**src/rtl/eu_tx_rd_arb.sv**
```systemverilog
// eu_tx_rd_arb -- round-robin arbiter that lets NUM_REQ interconnect
// requesters share the single read port of the EU tx buffer.
//
// A request is granted in IDLE, the read is retried in BUSY until the tx
// buffer reports a hit (or the owner withdraws), and the result is pulsed
// back to the owner in DONE. All outputs are registered.
//
// Optional feature: define EU_TX_RD_ARB_TIMEOUT_EN to abort a read after
// TIMEOUT_CYCLES consecutive misses and report it on resp_err_o. Without
// the macro resp_err_o is tied low and BUSY retries indefinitely.

module eu_tx_rd_arb #(
    parameter int NUM_REQ        = 4,
    parameter int ADDR_W         = 16,
    parameter int DATA_W         = 32,
    parameter int TIMEOUT_CYCLES = 16
) (
    input  logic                      clk,
    input  logic                      reset_n,
    input  logic [NUM_REQ-1:0]        req_valid_i,
    input  logic [NUM_REQ*ADDR_W-1:0] req_addr_i,
    output logic [NUM_REQ-1:0]        resp_valid_o,
    output logic [NUM_REQ-1:0]        resp_err_o,
    output logic [DATA_W-1:0]         resp_data_o,
    output logic [NUM_REQ-1:0]        grant_o,
    output logic [ADDR_W-1:0]         icon_raddr_o,
    output logic                      icon_rvalid_o,
    input  logic [DATA_W-1:0]         icon_rdata_i,
    input  logic                      icon_rsuccess_i
);

    localparam int IDX_W = (NUM_REQ > 1) ? $clog2(NUM_REQ) : 1;

    typedef enum logic [1:0] {
        ST_IDLE = 2'd0,
        ST_BUSY = 2'd1,
        ST_DONE = 2'd2
    } state_t;

    // Reject configurations outside the supported range at elaboration.
    if (NUM_REQ < 2 || NUM_REQ > 8) begin : g_bad_num_req
        $error("eu_tx_rd_arb: NUM_REQ must be in 2..8");
    end
    if (TIMEOUT_CYCLES < 2 || TIMEOUT_CYCLES > 255) begin : g_bad_timeout
        $error("eu_tx_rd_arb: TIMEOUT_CYCLES must be in 2..255");
    end

    state_t             state_reg;
    logic [IDX_W-1:0]   ptr_reg;     // last served requester
    logic [IDX_W-1:0]   idx_reg;     // current owner

    logic [ADDR_W-1:0]  addr_slice [NUM_REQ];
    logic               sel_found;
    logic [IDX_W-1:0]   sel_idx;
    logic [NUM_REQ-1:0] sel_onehot;
    logic [NUM_REQ-1:0] idx_onehot;
    logic               owner_valid;

    // Split the flat address bus into one slice per requester.
    for (genvar gi = 0; gi < NUM_REQ; gi++) begin : g_addr_slice
        assign addr_slice[gi] = req_addr_i[gi*ADDR_W +: ADDR_W];
    end

    // Round-robin pick: first set request bit starting after the last winner.
    always_comb begin
        int               cand;
        logic [IDX_W-1:0] cand_idx;
        sel_found = 1'b0;
        sel_idx   = '0;
        cand      = 0;
        cand_idx  = '0;
        for (int k = 1; k <= NUM_REQ; k++) begin
            cand     = (int'(ptr_reg) + k) % NUM_REQ;
            cand_idx = IDX_W'(cand);
            if (!sel_found && req_valid_i[cand_idx]) begin
                sel_found = 1'b1;
                sel_idx   = cand_idx;
            end
        end
    end

    assign sel_onehot  = NUM_REQ'(1) << sel_idx;
    assign idx_onehot  = NUM_REQ'(1) << idx_reg;
    assign owner_valid = req_valid_i[idx_reg];

`ifdef EU_TX_RD_ARB_TIMEOUT_EN
    logic [7:0] miss_cnt_reg;
    logic       timeout_hit;

    // The current miss is the TIMEOUT_CYCLES-th when the count already
    // holds TIMEOUT_CYCLES-1 earlier misses.
    assign timeout_hit = (miss_cnt_reg == 8'(TIMEOUT_CYCLES - 1));
`else
    assign resp_err_o = '0;
`endif

    // Arbitration FSM with registered outputs.
    always_ff @(posedge clk or negedge reset_n) begin
        if (!reset_n) begin
            state_reg     <= ST_IDLE;
            ptr_reg       <= IDX_W'(NUM_REQ - 1);
            idx_reg       <= '0;
            grant_o       <= '0;
            icon_rvalid_o <= 1'b0;
            icon_raddr_o  <= '0;
            resp_valid_o  <= '0;
            resp_data_o   <= '0;
`ifdef EU_TX_RD_ARB_TIMEOUT_EN
            resp_err_o    <= '0;
            miss_cnt_reg  <= '0;
`endif
        end else begin
            // Response outputs are single-cycle pulses by default.
            resp_valid_o <= '0;
            resp_data_o  <= '0;
`ifdef EU_TX_RD_ARB_TIMEOUT_EN
            resp_err_o   <= '0;
`endif
            case (state_reg)
                ST_IDLE: begin
                    if (sel_found) begin
                        state_reg     <= ST_BUSY;
                        idx_reg       <= sel_idx;
                        grant_o       <= sel_onehot;
                        icon_rvalid_o <= 1'b1;
                        // Address is captured once; later changes are ignored.
                        icon_raddr_o  <= addr_slice[sel_idx];
`ifdef EU_TX_RD_ARB_TIMEOUT_EN
                        miss_cnt_reg  <= '0;
`endif
                    end
                end

                ST_BUSY: begin
                    if (icon_rsuccess_i) begin
                        // A hit wins even if the owner withdraws this cycle.
                        state_reg     <= ST_DONE;
                        icon_rvalid_o <= 1'b0;
                        icon_raddr_o  <= '0;
                        resp_valid_o  <= idx_onehot;
                        resp_data_o   <= icon_rdata_i;
                    end else if (!owner_valid) begin
                        // Withdrawn: silent abort, fairness pointer untouched.
                        state_reg     <= ST_IDLE;
                        grant_o       <= '0;
                        icon_rvalid_o <= 1'b0;
                        icon_raddr_o  <= '0;
`ifdef EU_TX_RD_ARB_TIMEOUT_EN
                    end else if (timeout_hit) begin
                        state_reg     <= ST_DONE;
                        icon_rvalid_o <= 1'b0;
                        icon_raddr_o  <= '0;
                        resp_err_o    <= idx_onehot;
                    end else begin
                        miss_cnt_reg  <= miss_cnt_reg + 8'd1;
`endif
                    end
                end

                ST_DONE: begin
                    state_reg <= ST_IDLE;
                    grant_o   <= '0;
                    ptr_reg   <= idx_reg;
                end

                default: begin
                    state_reg     <= ST_IDLE;
                    grant_o       <= '0;
                    icon_rvalid_o <= 1'b0;
                    icon_raddr_o  <= '0;
                end
            endcase
        end
    end

endmodule
```
**config.mk**
```make
export PLATFORM = sky130hd
export DESIGN_NAME = eu_tx_rd_arb
export DESIGN_NICKNAME = d
export VERILOG_FILES = /design/src/rtl/eu_tx_rd_arb.sv
export SDC_FILE = /design/constraint.sdc
export NUM_CORES = 1
export LEC_CHECK = 0
export ABC_AREA = 1
export BUFFER_PORTS_ARGS = -buffer_cell sky130_fd_sc_hd__buf_2
export CORE_AREA = 2 2 88 98
export DETAILED_ROUTE_END_ITERATION = 8
export DIE_AREA = 0 0 90 100
export PLACE_DENSITY = 0.75
export SETUP_SLACK_MARGIN = 0.4
export SLEW_MARGIN = 0
export SYNTH_ARGS = -nofsm -noshare
export SYNTH_HDL_FRONTEND = slang
export SYNTH_SLANG_ARGS = --single-unit
```
**constraint.sdc**
```tcl
create_clock -name clk -period 1.91 [get_ports clk]
set_input_delay 0.382 -clock clk [delete_from_list [all_inputs] [get_ports clk]]
set_output_delay 0.382 -clock clk [all_outputs]
set_load 0.01 [all_outputs]
```
Yosys cells after proc, flatten, opt, wreduce, memory -nomap -nowiden
Index checks and enable logic that the tools add are counted.

Output and inout bits: 61. Register bits: 63. Input port bits: 103.

Order comparisons: 6. Reductions and logical operators: 11. Equality and inequality tests: 6. Bitwise operators: 2. Add/subtract/negate cells: 4. Shift operators: 2. Muxes and demuxes: 41.

Operators with widths (count): $mux 16 (5); $mux 32 (2); $pmux 16 s3 (1); $bmux 16 s2 (1); $mux 4 (5); $lt 2x3->1 const B (5); $mux 2 (7); $mux 1 (12); $bmux 1 s2 (5); $pmux 4 s2 (1); $shl 1x2->4 const A (2); $ne 2x2->1 const B (3); $reduce_and 3->1 (2); $add 2x1->2 const B (2); $add 2x2->2 const B (2); $pmux 2 s2 (1); $reduce_and 2->1 (2); $ge 3x3->1 const B (1); $logic_and 1x1->1 (3); $logic_not 1->1 (3); $ne 3x3->1 const B (1); $not 2->3 (1); $pmux 1 s3 (1); $eq 2x1->1 const B (1); other kinds (3) (3).

Logic depth before layout (Yosys ltp)
Gate-level depths: netlist of the first run.

Depth after elaboration: 19. Mapped depth: 18. Gate-level depth less buffers: 16.

Worst setup path before layout of the first run
Ideal clock, no wire load.

Path kind: reg2reg. From: reg ptr_reg[1]. To: reg icon_raddr_o[6]. Stages on the path, launching flop included: 18. Data arrival time: 1.737 ns. Path slack: 0.056 ns. Path buffers: 2. Setup time: 0.117 ns. Clock period less this slack: 1.854 ns. Required time: 1.793 ns. Path through: dfstp_2 -> buf_4 -> inv_4 -> nand2_1 -> nand2_1 -> nand2_1 -> nand2_2 -> nor2_4 -> nand3_2 -> nand2_2 -> nand2_4 -> buf_6 -> nand2_1 -> nand2_1 -> nand2_1 -> nand2_1 -> nand2_1 -> nand2_1.

Cells in the longest elaborated chain, start to end: 19.

Ends and longest elaborated chain: start: declaration (RTL line 49) `logic [IDX_W-1:0] ptr_reg;`; start signal: assignment (RTL line 101) `ptr_reg <= IDX_W'(NUM_REQ - 1);`; start signal: assignment (RTL line 163) `ptr_reg <= idx_reg;`; $add 2x1->2 (RTL line 73) `cand = (int'(ptr_reg) + k) % NUM_REQ;`; $bmux 1 s2 (RTL line 75) `if (!sel_found && req_valid_i[cand_idx]) begin`; $mux 1 (implied by the code) (RTL line 75); $mux 1 (RTL line 75); $logic_not 1->1 (RTL line 75); $logic_and 1x1->1 (RTL line 75); $mux 1 (RTL line 75); $logic_not 1->1 (RTL line 75); (+2 left out); $logic_not 1->1 (RTL line 75); $logic_and 1x1->1 (RTL line 75); $mux 2 (RTL line 75); $not 2->3 (implied by the code) (RTL line 127) `icon_raddr_o <= addr_slice[sel_idx];`; $bmux 16 s2 (RTL line 127); $mux 16 (implied by the code) (2 in series) (RTL line 127); $mux 16 (RTL line 121) `if (sel_found) begin`; $pmux 16 s3 (RTL line 119) `case (state_reg)`; end signal: assignment (RTL line 127); end: declaration (RTL line 26) `output logic [ADDR_W-1:0] icon_raddr_o,`.

Parallel ways exist; a longest one is shown, timed or not. The select of a mux whose other input is x is not followed. A chain may end at the register's enable or synchronous reset.

Worst setup path in the final report of the first run
From: reg ptr_reg[0]. To: reg grant_o[0].

Cells in the longest elaborated chain, start to end: 16.

Ends and longest elaborated chain: $add 2x1->2 (RTL line 73); $bmux 1 s2 (RTL line 75); $mux 1 (implied by the code) (RTL line 75); $mux 1 (RTL line 75); $logic_not 1->1 (RTL line 75); $logic_and 1x1->1 (RTL line 75); $mux 1 (RTL line 75); $logic_not 1->1 (RTL line 75); $logic_and 1x1->1 (RTL line 75); $mux 1 (RTL line 75); $logic_not 1->1 (RTL line 75); $logic_and 1x1->1 (RTL line 75); $mux 2 (RTL line 75); $shl 1x2->4 (RTL line 82) `assign sel_onehot = NUM_REQ'(1) << sel_idx;`; $mux 4 (RTL line 121); $pmux 4 s2 (RTL line 119); end signal: assignment (RTL line 124) `grant_o <= sel_onehot;`; end: declaration (RTL line 25) `output logic [NUM_REQ-1:0] grant_o,`.

Parallel ways exist; a longest one is shown, timed or not. The select of a mux whose other input is x is not followed.

==> flow_summary.yaml, run 1 <==
logic_synthesis:
  syn_avg_cell_area_um2: 7.31
  async_flop_share_pct: 100
  synth.area.top_cells: "dfrtp_1, nand2_1, nand3_1"
  synth_area_mm2: 0.00322
  synth_edf_count: 0
  synth_cell_types: 26
  yosysTopAreaCell: "dfrtp_1"
  postSynthCellCount: 440
  synth_warnings: 0
  seq_area_frac_synth_pct: 49.1
  ys.flop_type: "dfrtp_1"
  synth_top_area_share_pct: 47.5
  synth_seq_cells: 63
placement:
  dp_slack_ns: -0.0826
  gp_congestion: 0.819
  dp.cells: 713
  io_buffers: 159
  placed_cell_area_mm2: 0.00425
  place_hpwl_um: 6290
floorplan:
  io_pins: 164
  start_util_pct: 39.5
  core_mm2: 0.00815
  die_y_um: 100
  chipWidth_um: 90
  dieArea_mm2: 0.00900
  rows: 35
final_layout:
  multi_input_area_mm2: 0.00137
  antennaDiodeCount: 0
  top_regs: "resp_data_o: 32 flops, icon_raddr_o: 16 flops"
  fin_cells: 735
  synthToLayoutAreaGrowth_pct: 41.4
  largest_reg_flops: 32
  drive_gt1_share_pct: 38.0
  regArea_mm2: 0.00158
  fill_cells: 815
  nNetsFinal: 722
  final_area_mm2: 0.00455
  largest_register: "resp_data_o"
sta:
  finalHoldViolations: 0
  min_period_over_period_pct: 106
  rsz0062_at_grt: "yes"
  fmax_mhz: 494
  maxSlewViolCount: 0
  skew_ns: 0.00765
  setup-violations-final: 22
  hold_ws_ns: 0.0456
  layout_min_cycle_time_ns: 2.02
  worst_slack_ns: -0.114
routing:
  wirelength_um: 8750
  first_iter_violations: 141
  via_count: 3362
  drc_errors: 0
  ant_nets: 0
  via_per_inst: 4.57
  dr.pass1.iters: 4
  route.detailed.wl_per_inst_um: 11.9
global_route:
  grt_busiest_layer: "met2"
  grt_usage_pct: 19.9
  grt_pass1_vias: 3229
  grt_use_met1_pct: 24.0
  grt_util_met3_pct: 5.48
  grt_overflow: 0
  grtUsageMet2_pct: 34.6
  grt_pass1_wl_um: 14600
  grt_max_degree: 64
  antenna_found_initial: 0
worst_setup_path:
  worst_ep_required_time_ns: 2.15
  slowest_stage: "dfstp_2"
  criticalPathCategory: "reg -> reg"
  arrival_ns: 2.27
  critPathMaxFanout: 7
  crit_path_max_incr_delay_ns: 0.63
  crit_path_end_kind: "flip-flop"
  cp-start-kind: "flip-flop"
  path_cells: "inv_6 -> nand2_1 -> nand2_1 -> nand2_2 -> nand2_2 -> nor2_4 -> nand3_2 -> nand2_4 -> nand2_8 -> buf_4 -> buf_4 -> o31ai_4"
cts:
  cts_buffers: 9
  root_buffer: "clkbuf_8"
  cts_tree: "yes"
  clk_pin_slew_worst_paths_ns: 0.08
  clk_latency_ns: 0.33
  clockBufferDepth: 2
  cts.sinks: 63
  htree_levels: 3
worst_hold_path:
  hp-class: "in -> async"
flow_run:
  cap_violations: 0
pwr:
  p_per_area_mw_per_mm2: 1810
  leakage_nw: 2.86
  peakVddDrop_mv: 0.760
status:
  status: "finished with violations"
  violations: "negative setup slack"
cell usage in the layout (no fill, tap or decap):
cell,count
nand2_1,195
buf_2,159
dfrtp_1,61
nand3_1,40
inv_1,39
nor2_1,35
buf_4,18
nand2_2,14
clkbuf_8,9
buf_6,5
o21ai_1,4
o21ai_0,4
conb_1,4
buf_12,4
nor3_1,3
inv_6,3
nor2_4,3
nand3_2,3
clkinvlp_4,3
inv_4,2
inv_2,2
clkinv_2,2
clkinv_4,2
dfstp_2,2
nand2_4,1
nand2_8,1
nor3_2,1
nand4_1,1
o2111ai_1,1
or2_2,1
o31ai_4,1
clkbuf_16,1
kinds of logic (layout without fill, tap and decap cells):
group                  count (synthesis)  count (layout)  share of synthesized area [%]
AND/OR/NAND/NOR                      298             298                           38.4
flip-flops                            63              63                           49.1
buffers and inverters                 68             249                           10.5
AO/OA/AOI/OAI                         10              10                           1.91
other                                  1               4                          0.117
cell type report:
cell class / instances / area share, %
Clock buffer: 9 / 2.73
Clock inverter: 7 / 1.10
Inverter: 44 / 3.91
Multi-Input combinational cell: 312 / 30.1
Sequential cell: 63 / 34.7
Tap cell: 111 / 3.06
Timing Repair Buffer: 187 / 24.0
Timing Repair inverter: 2 / 0.330
through the flow:
| stage | util [%] | TNS, ns | power, mW |
|---|---|---|---|
| after floorplan | - | 0 | 5.25 |
| after global placement | 52.2 | 0 | 6.52 |
| after detailed placement | 52.2 | -1.06 | 6.63 |
| after CTS | 55.1 | -1.12 | 8.04 |
| after global routing | 55.8 | -5.52 | 9.08 |
| final | 55.8 | -1.69 | 8.25 |
critical path, delay by kind of cell, from the launching register on:
family                 cells  cell delay, ns
DFF                        1            0.63
AOI/OAI and AO/OA          1            0.22
buffers and inverters      3            0.35
and+or+nand+nor            8            0.75
cell usage after synthesis (3+ instances only):
cell      instances
nor2_1           36
clkbuf_1          4
nand2_1         204
o21ai_0           4
dfrtp_1          61
buf_4             6
nor3_1            3
nand2_2           6
o21ai_1           4
nand3_1          41
inv_1            40
buf_2             9
buf_6             5
worst paths after layout:
kind	from	slack, ns	end	cells after the start
setup / recovery	ptr_reg[0]	-0.11	grant_o[0]	12
hold / removal	reset_n	0.05	resp_data_o[1]	2
setup reg to reg	ptr_reg[0]	-0.11	grant_o[0]	12
hold reg to reg	icon_raddr_o[3]	0.48	icon_raddr_o[3]	2
max in group asynchronous	reset_n	1.57	ptr_reg[1]	2
min in group clk	icon_rdata_i[14]	0.25	resp_data_o[14]	3
timing repair:
item / 4_1_cts / 5_1_grt
gates cloned: 2 / 1
resized for setup: 15 / 5
pin swaps: 1 / 0
hold buffers: 0 / 0
setup endpoints to repair: 24 / 24
buffers inserted: 2 / 1
routing by layer:
metal | up-vias | part of all wire, %
met5 | - | 0
met3 | 14 | 8.2
li1 | 1683 | -
met2 | 141 | 49
met4 | 0 | 1.6
met1 | 1524 | 41
where the power goes:
| part | internal [mW] | total (mW) | switching, mW |
|---|---|---|---|
| sequential | 1.70 | 1.89 | 0.187 |
| clock | 0.469 | 1.02 | 0.549 |
| combinational | 2.18 | 5.34 | 3.16 |
| total | 4.35 | 8.25 | 3.90 |
(Power assumes the default switching activity.)
==> run 2, diff against run 1 <==
clock period = 1.7 ns   (was 1.91 ns; I/O delays follow)
==> run 2 against run 1 <==
Compared with the run above: the run still ends with negative setup slack left; sequential power increased by 12%; die area did not move; clock-buffer cell count increased by 1; maximum frequency is 2.8% lower; hold slack lost 0.029 ns; final cell count is 1.4% higher; setup slack got worse by 0.27 ns; first-iteration DRC count shrank 9.9%; critical path type unchanged.
==> flow_summary.yaml, run 2 (synthesized netlist as in run 1, its figures left out) <==
status:
  status: "finished with violations"
  violations: "negative setup slack"
sta:
  worst_slack_ns: -0.383
  layout_min_cycle_time_ns: 2.08
  maxSlewViolCount: 0
  min_period_over_period_pct: 123
  setup-violations-final: 24
  fin_setup_tns_ns: -7.37
  finalHoldViolations: 0
  rsz0062_at_grt: "yes"
  skew_ns: 0.00872
  fmax_mhz: 480
worst_setup_path:
  r2r_slack_ns: -0.38
  critPathMaxFanout: 6
  criticalPathCategory: "reg -> reg"
  r2r-end: "icon_raddr_o[2]"
  crit_path_end_kind: "flip-flop"
  worst_ep_required_time_ns: 1.93
  crit_path_max_incr_delay_ns: 0.61
  slowest_stage: "dfstp_2"
  cp-start-kind: "flip-flop"
  cpLargestDelayFamily: "simple AND/OR/NAND/NOR gates"
  cp_num_buf_inv: 3
  arrival_ns: 2.31
  path_cells: "inv_4 -> nand2_1 -> nand2_2 -> nand2_2 -> nand2_4 -> nor2_4 -> nand2_1 -> nor3_2 -> nor2_4 -> buf_4 -> buf_6 -> nand2_1 -> nand2_1 -> nand2_1 -> nand2_1"
  r2r-start: "ptr_reg[1]"
  cpMostUsedCell: "nand2_1"
  worst-r2r-cell-count: 15
cts:
  cts_tree: "yes"
  clk_pin_slew_worst_paths_ns: 0.08
  holdBufCountCts: 0
  cts.sinks: 63
  clockBufferDepth: 2
  cts_buffers: 9
  htree_levels: 3
  clk_latency_ns: 0.33
  root_buffer: "clkbuf_8"
pwr:
  peakVddDrop_mv: 0.901
  leakage_nw: 2.95
  p_per_area_mw_per_mm2: 2120
final_layout:
  final_cell_mix: "nand2_1, buf_2, dfrtp_1"
  synthToLayoutAreaGrowth_pct: 47.5
  nNetsFinal: 732
  layout_commonest_cell: "nand2_1"
  multi_input_area_mm2: 0.00142
  largest_reg_flops: 32
  antennaDiodeCount: 0
  fill_cells: 766
  regArea_mm2: 0.00158
  largest_register: "resp_data_o"
  drive_gt1_share_pct: 40.7
  top_regs: "resp_data_o: 32 flops, icon_raddr_o: 16 flops"
  fin_cells: 745
routing:
  dr.pass1.iters: 4
  first_iter_violations: 127
  drc_errors: 0
  ant_nets: 0
  route.detailed.wl_per_inst_um: 12.2
  via_count: 3439
  wirelength_um: 9100
  via_per_inst: 4.62
floorplan:
  die_y_um: 100
  rows: 35
  core_mm2: 0.00815
  io_pins: 164
  chipWidth_um: 90
  start_util_pct: 39.5
  dieArea_mm2: 0.00900
global_route:
  grt_overflow: 0
  antenna_found_initial: 0
  grt_max_degree: 64
  grt_pass1_vias: 3228
  grt_usage_pct: 19.5
  grt_pass1_wl_um: 14500
placement:
  place_hpwl_um: 6390
  io_buffers: 159
  dp_slack_ns: -0.283
  dp.cells: 717
  gp_congestion: 0.804
worst_hold_path:
  hp-class: "in -> async"
flow_run:
  cap_violations: 0
## run 2: area by class of cell
| cell class | instances | area share (%) |
|---|---|---|
| clock buffers | 10 | 2.69 |
| clock inverters | 6 | 1.48 |
| inverters | 44 | 3.85 |
| multi-input cells | 312 | 29.8 |
| flip-flops and latches | 63 | 33.3 |
| well taps | 111 | 2.93 |
| repair buffers | 198 | 25.7 |
| repair inverters | 1 | 0.185 |
## run 2: through the flow
step	util (%)	cell area [um2]	power, mW	hold WS, ns
final	58.2	4740	10.0	0.0169
after global routing	58.2	4740	10.9	0.0214
after CTS	56.2	4580	9.20	0.0184
after detailed placement	52.5	4280	7.49	0.381
after global placement	52.5	4280	7.37	0.374
after floorplan	-	3250	5.90	0.0444
## run 2: power breakdown
part,total [mW],switching (mW),internal (mW)
Combinational,6.62,3.77,2.85
Sequential,2.12,0.214,1.91
Clock,1.30,0.618,0.685
Total,10.0,4.60,5.44
## run 2: worst max path at each step
stage / start / endpoint / cells after the start
6_report: ptr_reg[1] / icon_raddr_o[2] / 15
5_1_grt: ptr_reg[0] / icon_raddr_o[8] / 17
4_1_cts: ptr_reg[0] / icon_raddr_o[11] / 14
3_5_place_dp: ptr_reg[0] / icon_raddr_o[2] / 16
3_3_place_gp: ptr_reg[0] / icon_raddr_o[15] / 16
2_1_floorplan: ptr_reg[0] / icon_raddr_o[7] / 15
## run 2: repair_timing
item,in CTS,in global routing
buffers inserted,3,6
cloned,0,3
endpoints found under the setup margin,52,24
resized for setup,27,14
pin swaps,3,6
## run 2: per-layer routing
layer	vias up	routed length (um)	track usage (%)	part of all wire (%)
met5	-	0	0	0
met4	0	116	4.62	1.3
met3	14	696	5.26	7.6
met2	159	4540	34.4	50
met1	1568	3750	24.0	41
li1	1698	-	-	-
## run 2: worst register-to-register path: cells and delay by family, from the launching register on
| family | cells | cell delay (ns) |
|---|---|---|
| buf+inv | 3 | 0.32 |
| flops | 1 | 0.61 |
| simple gates | 12 | 1.04 |
==> run 3, diff against run 2 <==
SKIP_CTS_REPAIR_TIMING = 1   (was unset)
==> run 3 against run 2 <==
Compared with the run above: the run still ends with negative setup slack left; register-to-register slack better by 0.04 ns; first-iteration DRC count down 21%; largest power group unchanged; maximum frequency grew 2.1%; hold slack got worse by 0.00057 ns; clock-buffer cell count did not move; clock skew about the same; global-route usage fell by 0.37 points; design area increased by 0.13%; die area did not move; highest routed layer unchanged; sequential power about the same; combinational power decreased by 1%.
==> flow_summary.yaml, run 3 (synthesized netlist as in run 1, its figures left out) <==
routing:
  drc_errors: 0
  dr.pass1.iters: 4
  ant_nets: 0
  route.detailed.wl_per_inst_um: 12.2
  first_iter_violations: 100
  wirelength_um: 9100
  via_per_inst: 4.61
  via_count: 3436
global_route:
  grt_pass1_wl_um: 14300
  grt_overflow: 0
  grt_usage_pct: 19.1
  antenna_found_initial: 0
  grt_max_degree: 64
  grt_pass1_vias: 3205
cts:
  clockBufferDepth: 2
  clk_latency_ns: 0.33
  cts_tree: "yes"
  clk_pin_slew_worst_paths_ns: 0.08
  root_buffer: "clkbuf_8"
  htree_levels: 3
  cts.sinks: 63
  cts_buffers: 9
pwr:
  p_per_area_mw_per_mm2: 2100
  peakVddDrop_mv: 0.901
  leakage_nw: 2.96
worst_setup_path:
  cp-start-kind: "flip-flop"
  critPathMaxFanout: 7
  criticalPathCategory: "reg -> reg"
  crit_path_end_kind: "flip-flop"
  arrival_ns: 2.27
  worst_ep_required_time_ns: 1.93
placement:
  io_buffers: 159
  place_hpwl_um: 6390
  dp_slack_ns: -0.283
  gp_congestion: 0.804
sta:
  skew_ns: 0.00881
  layout_min_cycle_time_ns: 2.04
  min_period_over_period_pct: 120
  setup-violations-final: 24
  hold_ws_ns: 0.0163
  finalHoldViolations: 0
  fmax_mhz: 490
  maxSlewViolCount: 0
  worst_slack_ns: -0.341
  rsz0062_at_grt: "yes"
flow_run:
  cap_violations: 0
final_layout:
  final_cell_mix: "nand2_1, buf_2, dfrtp_1"
  top_regs: "resp_data_o: 32 flops, icon_raddr_o: 16 flops"
  largest_reg_flops: 32
  nNetsFinal: 732
  synthToLayoutAreaGrowth_pct: 47.7
  antennaDiodeCount: 0
  fill_cells: 750
  layout_commonest_cell: "nand2_1"
  drive_gt1_share_pct: 40.4
  largest_register: "resp_data_o"
status:
  status: "finished with violations"
  violations: "negative setup slack"
floorplan:
  start_util_pct: 39.5
  io_pins: 164
  dieArea_mm2: 0.00900
  rows: 35
  die_y_um: 100
  chipWidth_um: 90
  core_mm2: 0.00815
worst_hold_path:
  hp-class: "in -> async"
run 3: report_power, final:
group	internal (mW)	switching, mW	leakage (nW)
Sequential	1.91	0.205	0.837
Clock	0.685	0.622	0.0891
Combinational	2.79	3.74	2.03
Total	5.39	4.57	2.96
run 3: area by class of cell:
cell class / count / area, um2 / area share (%)
Clock buffer: 10 / 128 / 2.69
Clock inverter: 6 / 70.1 / 1.48
Inverter: 44 / 183 / 3.85
Multi-Input combinational cell: 312 / 1420 / 30.0
Sequential cell: 63 / 1580 / 33.3
Tap cell: 111 / 139 / 2.92
Timing Repair Buffer: 198 / 1220 / 25.7
Timing Repair inverter: 1 / 8.76 / 0.184
run 3: stage by stage:
step | TNS [ns] | util [%] | instances | area, um2 | total power [mW]
2_1_floorplan | -2.50 | - | 443 | 3250 | 5.90
3_3_place_gp | -3.80 | 52.5 | 717 | 4280 | 7.37
3_5_place_dp | -5.50 | 52.5 | 717 | 4280 | 7.49
4_1_cts | -6.11 | 54.9 | 733 | 4480 | 8.83
5_1_grt | -9.59 | 58.3 | 745 | 4750 | 10.8
6_report | -6.58 | 58.3 | 745 | 4750 | 9.96
run 3: per-layer routing:
metal,GRT usage [%],wire (um)
met5,0,0
met1,23.7,3830
met2,32.9,4470
met4,5.33,136
met3,5.48,666
run 3: worst paths after layout:
check                            startpoint              end  slack [ns]  depth (start not counted)
setup / recovery                 ptr_reg[0]  icon_raddr_o[1]       -0.34                         17
max in group asynchronous           reset_n       ptr_reg[1]        1.39                          2
hold / removal                      reset_n  resp_data_o[18]        0.02                          2
setup reg to reg                 ptr_reg[0]  icon_raddr_o[1]       -0.34                         17
min in group clk           icon_rdata_i[20]  resp_data_o[20]        0.21                          3
hold reg to reg             icon_raddr_o[4]  icon_raddr_o[4]        0.48                          2
run 3: critical path, cell delays in order, from the launching register on:
cell and delay (ns):
dfstp_2 0.60, inv_6 0.06, nand2_1 0.09, nand2_2 0.08, nand2_1 0.08, nand2_1 0.07
nand2_1 0.08, nand2_2 0.09, nor2_4 0.11, nand2_4 0.09, buf_4 0.15, buf_6 0.12
nand3_1 0.07, nand2_1 0.06, nand2_1 0.05, nand2_1 0.04, nand2_1 0.05, nand2_1 0.04
